File: src/rtl/message_sender.sv
// Walks the message ROM from address 0 to MSG_LEN-1 and hands each byte to the UART transmitter.
// Byte period is 3 cycles when tx_busy stays low; start is honoured only in IDLE and tx_busy stalls SEND.
module message_sender #(
    parameter int MSG_LEN = 14,
    parameter int ADDR_W  = 4
) (
    input  logic              clk,
    input  logic              rst_n,
    input  logic              start,
    output logic [ADDR_W-1:0] rom_addr,
    input  logic [7:0]        rom_data,
    input  logic              tx_busy,
    output logic [7:0]        tx_data,
    output logic              new_tx_data,
    output logic              busy,
    output logic              done
);

    typedef enum logic [1:0] {
        IDLE    = 2'd0,
        FETCH   = 2'd1,
        SEND    = 2'd2,
        ADVANCE = 2'd3
    } state_t;

    localparam logic [ADDR_W-1:0] LAST_ADDR = ADDR_W'(MSG_LEN - 1);

    state_t            state_q, state_d;
    logic [ADDR_W-1:0] rom_addr_q, rom_addr_d;
    logic [7:0]        tx_data_q, tx_data_d;
    logic              new_tx_data_q, new_tx_data_d;
    logic              done_q, done_d;

    always_ff @(posedge clk or negedge rst_n) begin
        if (!rst_n) begin
            state_q       <= IDLE;
            rom_addr_q    <= '0;
            tx_data_q     <= 8'h00;
            new_tx_data_q <= 1'b0;
            done_q        <= 1'b0;
        end else begin
            state_q       <= state_d;
            rom_addr_q    <= rom_addr_d;
            tx_data_q     <= tx_data_d;
            new_tx_data_q <= new_tx_data_d;
            done_q        <= done_d;
        end
    end

    // Strobe and done are single-cycle: they default low and are set only on the transition edge.
    always_comb begin
        state_d       = state_q;
        rom_addr_d    = rom_addr_q;
        tx_data_d     = tx_data_q;
        new_tx_data_d = 1'b0;
        done_d        = 1'b0;
        unique case (state_q)
            IDLE: begin
                rom_addr_d = '0;
                if (start) begin
                    state_d = FETCH;
                end
            end
            FETCH: begin
                state_d = SEND;
            end
            SEND: begin
                if (!tx_busy) begin
                    tx_data_d     = rom_data;
                    new_tx_data_d = 1'b1;
                    state_d       = ADVANCE;
                end
            end
            ADVANCE: begin
                if (rom_addr_q == LAST_ADDR) begin
                    rom_addr_d = '0;
                    done_d     = 1'b1;
                    state_d    = IDLE;
                end else begin
                    rom_addr_d = rom_addr_q + 1'b1;
                    state_d    = FETCH;
                end
            end
            default: begin
                state_d = IDLE;
            end
        endcase
    end

    assign rom_addr    = rom_addr_q;
    assign tx_data     = tx_data_q;
    assign new_tx_data = new_tx_data_q;
    assign done        = done_q;
    assign busy        = (state_q != IDLE);

endmodule

File: config.mk
export PLATFORM = sky130hd
export DESIGN_NAME = message_sender
export DESIGN_NICKNAME = d
export VERILOG_FILES = /design/src/rtl/message_sender.sv
export SDC_FILE = /design/constraint.sdc
export NUM_CORES = 1
export LEC_CHECK = 0
export BUFFER_PORTS_ARGS = -buffer_cell sky130_fd_sc_hd__clkbuf_2
export CAP_MARGIN = 20
export CORE_MARGIN = 8
export CORE_UTILIZATION = 47
export DETAILED_ROUTE_END_ITERATION = 8
export HOLD_SLACK_MARGIN = 0.12
export PLACE_DENSITY = 0.85
export SLEW_MARGIN = 20
export SYNTH_ARGS = -nofsm -noshare
export SYNTH_HDL_FRONTEND = slang
export SYNTH_SLANG_ARGS = --single-unit
File: constraint.sdc
create_clock -name clk -period 1.8 [get_ports clk]
set_input_delay 0.18 -clock clk [delete_from_list [all_inputs] [get_ports clk]]
set_output_delay 0.18 -clock clk [all_outputs]
set_load 0.01 [all_outputs]
# After elaboration in Yosys (flattened, before gate mapping)
# Index checks and enable logic that the tools add are counted.
[word_totals] register_bits=16 input_bits=12 out_inout_bits=15 elab_cells=28
[op_classes] addsub=1 eq_ne=6 n_mux=10 bitwise_logic=1 reduce_logical=5
[op_table] cell="2-bit case mux with 4 select lines" n=1
[op_table] cell="4-bit case mux with 2 select lines" n=1
[op_table] cell="1-bit two-way mux" n=5
[op_table] cell="4-bit by 1-bit adder with 4-bit output, second input constant" n=1
[op_table] cell="2-bit equality test, second input constant" n=2
[op_table] cell="4-bit equality test, second input constant" n=1
[op_table] cell="2-bit two-way mux" n=2
[op_table] cell="4-bit two-way mux" n=1
[op_table] cell="2-bit inequality test, second input constant" n=2
[op_table] cell="2-bit AND reduction" n=2
[op_table] cell="2-bit nonzero test" n=2
[op_table] cell="2-bit by 1-bit equality test with 1-bit output, second input constant" n=1
[op_table] cell="2-bit logical NOT" n=1
[op_table] cell="1-bit NOT" n=1

# Depth between registers and ports, before layout
# Gate-level depths: netlist of the first run.
[depth] word_depth=3 ltp_mapped=6 depth_no_buf=5

# Worst setup path after synthesis of the first run
# No wires, ideal clock.
[synth_timing] path_type="flip-flop to flip-flop" from="register state_q[0]" to="register rom_addr_q[3] (netlist: rom_addr[3])" setup_ns=0.083 t_arrival_ns=1.378 t_required_ns=1.717 setup_slack_ns=0.339 stages_incl_launch_ff=6 path_buffers=1 period_less_slack_ns=1.461 cell_sequence="dfrtp_1 > inv_1 > ha_1 > clkbuf_2 > or4_1 > o21ai_0"
[synth_via] elab_chain_len=2 word_cells_on_any_way=4 classes_between="1 x eq/ne; 1 x mux; 2 x reduce/logical"
[synth_rtl] element="from (decl)" line="28" rtl="state_t state_q, state_d;"
[synth_rtl] element="from (signal assigned)" line="42" rtl="state_q <= state_d;"
[synth_rtl] element="2-bit equality test / 2-bit logical NOT (equally long branches)" line="57" rtl="unique case (state_q)"
[synth_rtl] element="4-bit case mux with 2 select lines / 2-bit nonzero test (equally long branches)"
[synth_rtl] element="to (signal assigned)" line="43" rtl="rom_addr_q <= rom_addr_d;"
[synth_rtl] element="to (decl)" line="29" rtl="logic [ADDR_W-1:0] rom_addr_q, rom_addr_d;"
# Several ways; a longest one is shown, not always the timed one.
# A chain may end at the register's enable or synchronous reset.

# Worst setup path in the final report of the first run
# Ends and elaborated chain as after synthesis.

==> flow_summary.toml, run 1 <==
[timing]
maxSlewHeadroom_pct = 74.5
fmax_mhz = 649
hold_violations = 0
fin_worst_skew_ns = 0.00630
finalSetupTns_ns = 0
maxSlewViolCount = 0
worst_slew_pin_slew_ns = 0.382
finalCriticalPeriod_ns = 1.54
rsz0062_at_grt = "false"
timing.final.crit_share_pct = 85.6
hold_ws_ns = 0.238
setup_violations = 0

[logic_synthesis]
synth_edf_count = 0
ys.flop_type = "dfrtp_1"
synth_nets = 81
synth_compound_area_share_pct = 6.54
synth_top_family_by_area = "multiplexers"
synthMostInstantiatedCell = "dfrtp_1"
ys_warn_count = 0
synthMuxAreaShare_pct = 13.6
async_reset_ff_share_pct = 100
synth_area_sq_um = 746
yosysSeqAreaShare_pct = 53.7
synth_common_cells = "16 x dfrtp_1, 9 x mux2_2, 7 x inv_1, 6 x ha_1, 4 x nand2_1"
synth_seq_cells = 16
synth_area_per_cell_sq_um = 11.8
synth_top_area_share_pct = 53.7
synthAdderAreaFrac_pct = 10.1
yosys.area_share.simple_pct = 11.2
yosys.cell_types.count = 20
synth_xor_area_share_pct = 0
synth.area.top_cells = "dfrtp_1 54%, mux2_2 14%, ha_1 10%"
synth_area_leader_cell = "dfrtp_1"
synth_cells = 63

[critical_path]
cp_max_fo = 9
worstPathArrival_ns = 1.74
start_kind = "flip-flop"
critPathCaptureType = "flip-flop"
r2r_start = "state_q[0]"
r2r-end = "rom_addr[3]"
regToRegSetupSlack_ns = 0.26
worstRegToRegCells = 4
worstPathRequired_ns = 2.00
crit_type = "reg2reg"

[layout]
drive_gt1_share_pct = 41.6
final_core_util_pct = 68.5
final_area_sq_um = 1020
areaGrowthSynthToFinish_pct = 36.7
antennaDiodeCount = 0
final.fill_count = 112
fin_nets = 120

[power_and_ir_drop]
power.density_nw_per_um2 = 1490
leakage_nw = 0.511
p_sw_share_pct = 36.4
p_seq_share_pct = 39.6
peakVddDrop_mv = 0.833
power_frac_comb_pct = 45.4
p_sw_mw = 0.555
power.share.clock_pct = 15.1
p_int_mw = 0.969

[place]
gp_congestion = 0.767
portBuffers = 26
hpwlAfterDp_um = 1170
post_dp_cell_area_sq_um = 893

[clock_tree]
cts_resized = 0
cts_buffers = 3
clock-sinks = 16
path_clk_slew_ns = 0.09
htree_levels = 1
clk_latency_ns = 0.28
cts_tree = "done"
cts_root_buffer = "clkbuf_4"
clk_path_buf_depth = 2

[worst_hold_path]
holdPathEnd = "new_tx_data"
hp-class = "in2reg"
min_from = "tx_busy"
hold_depth = 3

[floorplan]
die-height_um = 55.8
die_x_um = 55.8
start_util_pct = 50.1
die_area_sq_um = 3120
num_rows = 14
core_area_sq_um = 1490
io_pins = 27

[routing]
routedWlPerCell_um = 13.8
route.detailed.drc = 0
drtIter0Drc = 10
vias = 598
first_pass_iters = 4
viasPerCell = 5.11
wl_um = 1610
ant_nets = 0

[status]
status = "finished, final reports clean"

[grt]
grt_pass1_vias = 565
grtUsageTotal_pct = 9.94
grt_overflow = 0
grt_max_degree = 17
antenna_found_initial = 0
grt_pass1_wl_um = 2520

[job]
drv_cap = 0
[how the worst max path moves through the flow]
stage | start | end | slack (ns) | depth (start not counted)
6_report | state_q[0] | rom_addr[3] | 0.26 | 4
5_1_grt | state_q[0] | rom_addr[3] | 0.14 | 4
4_1_cts | state_q[0] | rom_addr[3] | 0.27 | 4
3_5_place_dp | state_q[0] | rom_addr[3] | 0.29 | 4
3_3_place_gp | state_q[0] | rom_addr[3] | 0.34 | 4
2_1_floorplan | state_q[0] | rom_addr[3] | 0.34 | 5
[sequential cells by signal, indices dropped and copies added, names as in the netlist]
| signal | flops |
|---|---|
| state_q | 2 |
| rom_addr | 4 |
| done | 1 |
| new_tx_data | 1 |
| tx_data | 8 |
[layout by cell type, fill, tap and decap left out]
cell type | Yosys | final
buf_4 | 0 | 1
or2_2 | 2 | 2
o31ai_1 | 1 | 1
inv_1 | 7 | 7
clkbuf_8 | 0 | 1
nor2_1 | 1 | 1
mux2_2 | 9 | 9
a31oi_1 | 2 | 2
dfrtp_1 | 16 | 16
nand3_1 | 2 | 2
a41oi_1 | 1 | 1
ha_1 | 6 | 6
or4_1 | 1 | 1
clkbuf_4 | 0 | 3
nand2b_1 | 2 | 2
nor4bb_1 | 1 | 1
nor2b_1 | 1 | 1
and2_1 | 1 | 1
o21ai_0 | 3 | 3
nand2_1 | 4 | 4
clkbuf_2 | 1 | 26
dlygate4sd3_1 | 0 | 9
a21oi_1 | 1 | 1
[timing repair]
action                                 in CTS  in global routing
endpoints found under the hold margin      16                  8
buffers inserted                            0                  0
hold buffers                                1                  8
[cell families after synthesis]
group                      count (synthesis)
adders and majority gates                  6
AOI/OAI and AO/OA                          8
DFF                                       16
and+or+nand+nor                           15
buffers and inverters                      9
muxes                                      9
[layout make-up]
class	instances	area, sq um	area share (%)
Clock buffer	4	36.3	3.56
Timing Repair Buffer	36	228	22.3
Multi-Input combinational cell	38	309	30.3
Sequential cell	16	400	39.3
Inverter	7	26.3	2.58
Tap cell	16	20.0	1.96
[stage by stage]
step                      power (mW)  setup slack [ns]  std cells
after floorplan                 1.05             0.339         63
after global placement          1.26             0.342        104
after detailed placement        1.29             0.290        104
after CTS                       1.53             0.265        109
after global routing            1.66             0.145        117
final                           1.52             0.259        117
[per-layer routing]
metal	wire length [um]	global-route usage (%)	vias to the layer above	share of wire (%)
met4	27	7.56	0	1.7
met5	0	0	-	0
met1	642	10.2	297	40
li1	-	-	287	-
met2	880	16.2	12	55
met3	64	3.42	2	4.0
[power groups by stage]
stage / Combinational [mW] / Sequential (mW) / Clock, mW
floorplan: 0.399 / 0.653 / 0
global placement: 0.662 / 0.593 / 0
detailed placement: 0.680 / 0.610 / 0
CTS: 0.686 / 0.602 / 0.237
global route: 0.773 / 0.629 / 0.260
finish: 0.692 / 0.603 / 0.229
[critical path, cell delays in order (launching register included)]
cell and delay (ns):
dfrtp_1 0.40, inv_1 0.09, ha_1 0.40, or4_1 0.49
o21ai_0 0.08
Power figures use the tool's default switching activity.
==> run 2, diff against run 1 <==
- CORE_UTILIZATION: 47 -> 50
- PLACE_DENSITY: 0.85 -> 0.89
- clock period: 1.8 -> 1.92 ns (I/O delays scaled with it)
==> run 2 against run 1 <==
Final area decreased by 7.9%. Global-route usage up 1.5 points. Wire length shrank 3.4%. Combinational power is 7.1% lower. Critical path depth unchanged. Via count fell by 5.9%. Sequential share of layout area rose by 3.3 points. Critical endpoint unchanged.
==> flow_summary.toml, run 2 (synthesized netlist as in run 1, its figures left out) <==
[power_and_ir_drop]
peakVddDrop_mv = 0.882
leakage_nw = 0.478
power.density_nw_per_um2 = 1520

[critical_path]
critPathCaptureType = "flip-flop"
worstPathArrival_ns = 1.77
worstRegToRegCells = 4
crit_type = "reg2reg"
start_kind = "flip-flop"
worstPathRequired_ns = 2.13
cp_max_fo = 9

[grt]
grt_pass1_vias = 596
gr-max-usage-layer = "met2"
grt_overflow = 0
grtUsageTotal_pct = 11.5
use_met2_pct = 20.2
grt_use_met3_pct = 0.815
antenna_found_initial = 0
grt_pass1_wl_um = 2500
grt_use_met1_pct = 12.5
grt_max_degree = 17

[routing]
routedWlPerCell_um = 14.3
wl_um = 1560
ant_nets = 0
vias = 563
route.detailed.drc = 0
first_pass_iters = 4
viasPerCell = 5.17
drtIter0Drc = 9

[clock_tree]
clk_latency_ns = 0.28
clk_path_buf_depth = 2
cts_resized = 0
clock-sinks = 16
htree_levels = 1
path_clk_slew_ns = 0.09
cts_setup_buffers = 0
cts_buffers = 3
postCtsHoldBufs = 1
cts_tree = "done"
cts_root_buffer = "clkbuf_4"

[worst_hold_path]
hold_depth = 2
hp-class = "in2reg"

[floorplan]
num_rows = 14
die_area_sq_um = 2980
io_pins = 27
start_util_pct = 51.3
core_area_sq_um = 1450
die-height_um = 54.6
die_x_um = 54.6

[timing]
fin_worst_skew_ns = 0.00120
timing.final.crit_share_pct = 81.4
finalSetupTns_ns = 0
setup_violations = 0
maxSlewViolCount = 0
rsz0062_at_grt = "false"
worst_slew_pin_slew_ns = 0.391
hold_violations = 0
fmax_mhz = 640
finalCriticalPeriod_ns = 1.56
maxSlewHeadroom_pct = 73.9

[job]
drv_cap = 0

[layout]
final_core_util_pct = 64.6
final-seq-area_sq_um = 400
largest_reg_flops = 8
antennaDiodeCount = 0
drive_gt1_share_pct = 45.2
fin_nets = 112
multi_input_area_sq_um = 309
mostFrequentLayoutCells = "26 x clkbuf_2, 16 x dfrtp_1, 9 x mux2_2"
final_common_cell = "clkbuf_2"
areaGrowthSynthToFinish_pct = 26.0
final.fill_count = 120

[status]
status = "finished, final reports clean"

[place]
hpwlAfterDp_um = 1230
gp_congestion = 0.776
portBuffers = 26
==> run 2: metrics by stage <==
stage / hold slack, ns / cells / setup slack (ns) / power, mW / instance area [sq um]
6_report: 0.135 / 109 / 0.358 / 1.43 / 940
5_1_grt: 0.129 / 109 / 0.243 / 1.55 / 940
4_1_cts: 0.129 / 109 / 0.344 / 1.45 / 940
3_5_place_dp: 0.131 / 104 / 0.380 / 1.21 / 893
3_3_place_gp: 0.128 / 104 / 0.465 / 1.18 / 893
2_1_floorplan: -0.104 / 63 / 0.459 / 0.986 / 746
==> run 2: final cells by class <==
class | instances | share of cell area (%)
Tap cell | 16 | 2.13
Clock buffer | 4 | 3.86
Multi-Input combinational cell | 38 | 32.9
Timing Repair Buffer | 28 | 15.7
Sequential cell | 16 | 42.6
Inverter | 7 | 2.80
==> run 2: path summary, 6_finish.rpt <==
kind                                    end   startpoint  slack (ns)
worst max-delay path            rom_addr[3]   state_q[0]        0.36
worst min-delay path             tx_data[7]  rom_data[7]        0.14
min in group asynchronous       rom_addr[3]        rst_n        0.35
worst max register to register  rom_addr[3]   state_q[0]        0.36
max in group asynchronous        tx_data[7]        rst_n        1.29
worst min register to register   tx_data[0]   tx_data[0]        0.51
==> run 2: critical path, stage by stage (launching register included) <==
cell and delay [ns]:
dfrtp_1 0.41, inv_1 0.10, ha_1 0.40, or4_1 0.48, o21ai_0 0.09
==> run 2: per-layer routing <==
| layer | up-vias | part of all wire [%] |
|---|---|---|
| met2 | 15 | 55 |
| met5 | - | 0 |
| met3 | 4 | 3.3 |
| li1 | 273 | - |
| met4 | 0 | 2.0 |
| met1 | 271 | 40 |
==> run 2: where the power goes <==
| group | switching, mW | leakage, nW | total (mW) | internal, mW |
|---|---|---|---|---|
| clock network | 0.103 | 0.0210 | 0.218 | 0.115 |
| registers | 0.0951 | 0.200 | 0.566 | 0.471 |
| logic | 0.329 | 0.257 | 0.643 | 0.314 |
| total | 0.527 | 0.478 | 1.43 | 0.900 |
==> run 3, diff against run 2 <==
- CORE_UTILIZATION: 50 -> 47
- PLACE_DENSITY: 0.89 -> 0.85
- clock period: 1.92 -> 1.5 ns (I/O delays scaled with it)
==> run 3 against run 2 <==
Total power up 40%. Non-clock buffer count up 12. Core utilization up 6.2 points. Register-to-register slack worse by 0.33 ns. Maximum frequency up 5.9%. Sequential cell count unchanged. Final cell count up 11%. Worst hold slack better by 0.051 ns. Critical path depth up 1. Global-route usage up 0.28 points. Largest power group unchanged.
==> flow_summary.toml, run 3 (synthesized netlist as in run 1, its figures left out) <==
[routing]
first_pass_iters = 4
wl_um = 1810
viasPerCell = 5.17
ant_nets = 0
routedWlPerCell_um = 14.9
route.detailed.drc = 0
drtIter0Drc = 15
vias = 626

[status]
status = "finished, final reports clean"

[critical_path]
crit_type = "reg2reg"
worstPathRequired_ns = 1.69
regToRegSetupSlack_ns = 0.02
worstPathArrival_ns = 1.66
setup.worst_path.start = "state_q[1]"
r2r_start = "state_q[1]"
critPathCaptureType = "flip-flop"
start_kind = "flip-flop"
r2r-end = "tx_data[6]"
cp_max_fo = 9
worstRegToRegCells = 5

[floorplan]
die-height_um = 55.8
core_area_sq_um = 1490
die_x_um = 55.8
num_rows = 14
start_util_pct = 50.1
die_area_sq_um = 3120
io_pins = 27

[clock_tree]
path_clk_slew_ns = 0.09
htree_levels = 1
cts_buffers = 3
cts_root_buffer = "clkbuf_4"
cts_tree = "done"
clock-sinks = 16
clk_latency_ns = 0.29
clk_path_buf_depth = 2

[place]
gp_congestion = 0.760
portBuffers = 26
hpwlAfterDp_um = 1220
pre_cts_ws_ns = 0.0326

[power_and_ir_drop]
peakVddDrop_mv = 0.999
power.density_nw_per_um2 = 1890
p_sw_share_pct = 36.8
p_seq_share_pct = 36.1
power.share.clock_pct = 14.5
power.total_mw = 1.99
leakage_nw = 0.525
p_sw_mw = 0.732
p_int_mw = 1.26
power_frac_comb_pct = 49.3

[timing]
maxSlewHeadroom_pct = 74.0
worst_slew_pin_slew_ns = 0.389
hold_ws_ns = 0.187
hold_violations = 0
finalSetupTns_ns = 0
fmax_mhz = 678
setup_violations = 0
rsz0062_at_grt = "true"
fin_worst_skew_ns = 0.000778
finalCriticalPeriod_ns = 1.48
finalWorstSetupSlack_ns = 0.0242
maxSlewViolCount = 0
timing.final.crit_share_pct = 98.4

[grt]
grt_pass1_wl_um = 2950
grt_max_degree = 17
grtUsageTotal_pct = 11.8
grt_overflow = 0
grt_pass1_vias = 684
antenna_found_initial = 0

[layout]
mostFrequentLayoutCells = "26 x clkbuf_2, 16 x dfrtp_1, 9 x mux2_2, 9 x dlygate4sd3_1"
final_core_util_pct = 70.8
areaGrowthSynthToFinish_pct = 41.4
drive_gt1_share_pct = 47.6
fin_nets = 124
largest_reg_flops = 8
final_common_cell = "clkbuf_2"
antennaDiodeCount = 0

[worst_hold_path]
hp-class = "in2reg"
min_from = "tx_busy"
holdPathEnd = "new_tx_data"
hold_depth = 3

[job]
drv_cap = 0
run 3: cell types whose count changed in the layout (fill, tap and decap cells not counted):
cell           before  now
buf_4               1    5
dlygate4sd3_1       1    9
ha_1                6    4
ha_2                0    2
inv_1               7    5
inv_2               0    2
run 3: timing repair:
action	4_1_cts	5_1_grt
setup endpoints to repair	1	9
hold buffers	9	0
setup buffers	1	1
endpoints found under the hold margin	24	0
gates resized for setup	0	4
run 3: routing by layer:
metal	part of all wire [%]	track usage [%]
met1	39	11.3
met2	53	20.8
met3	4.7	2.74
met4	3.2	9.28
met5	0	0
run 3: final cells by class:
class	instances	area, sq um
multi-input combinational	38	314
inverter	7	26.3
tap	16	20.0
sequential	16	400
clock buffer	4	36.3
timing repair buffer	40	258
fill	99	434
run 3: worst max path at each step:
stage                              to  slack (ns)  depth (start not counted)
after floorplan           rom_addr[3]        0.04                          5
after global placement     tx_data[3]         0.1                          5
after detailed placement  rom_addr[3]        0.03                          4
after CTS                 rom_addr[3]       0.006                          4
after global routing       tx_data[7]       -0.01                          5
final                      tx_data[6]        0.02                          5
run 3: power groups by stage:
stage	Sequential [mW]	Combinational [mW]	Clock, mW
detailed placement	0.722	0.886	0
global placement	0.707	0.858	0
global route	0.742	1.08	0.318
finish	0.720	0.981	0.290
CTS	0.712	0.937	0.293
floorplan	0.783	0.479	0
run 3: critical path, cell delays in order, from the launching register on:
cell	delay [ns]
dfrtp_1	0.42
buf_4	0.14
ha_1	0.15
nor2b_1	0.13
buf_4	0.18
mux2_2	0.35
run 3: stage by stage:
| step | instance area (sq um) | cells |
|---|---|---|
| after floorplan | 746 | 63 |
| after global placement | 908 | 106 |
| after detailed placement | 908 | 106 |
| after CTS | 1040 | 120 |
| after global routing | 1050 | 121 |
| final | 1050 | 121 |
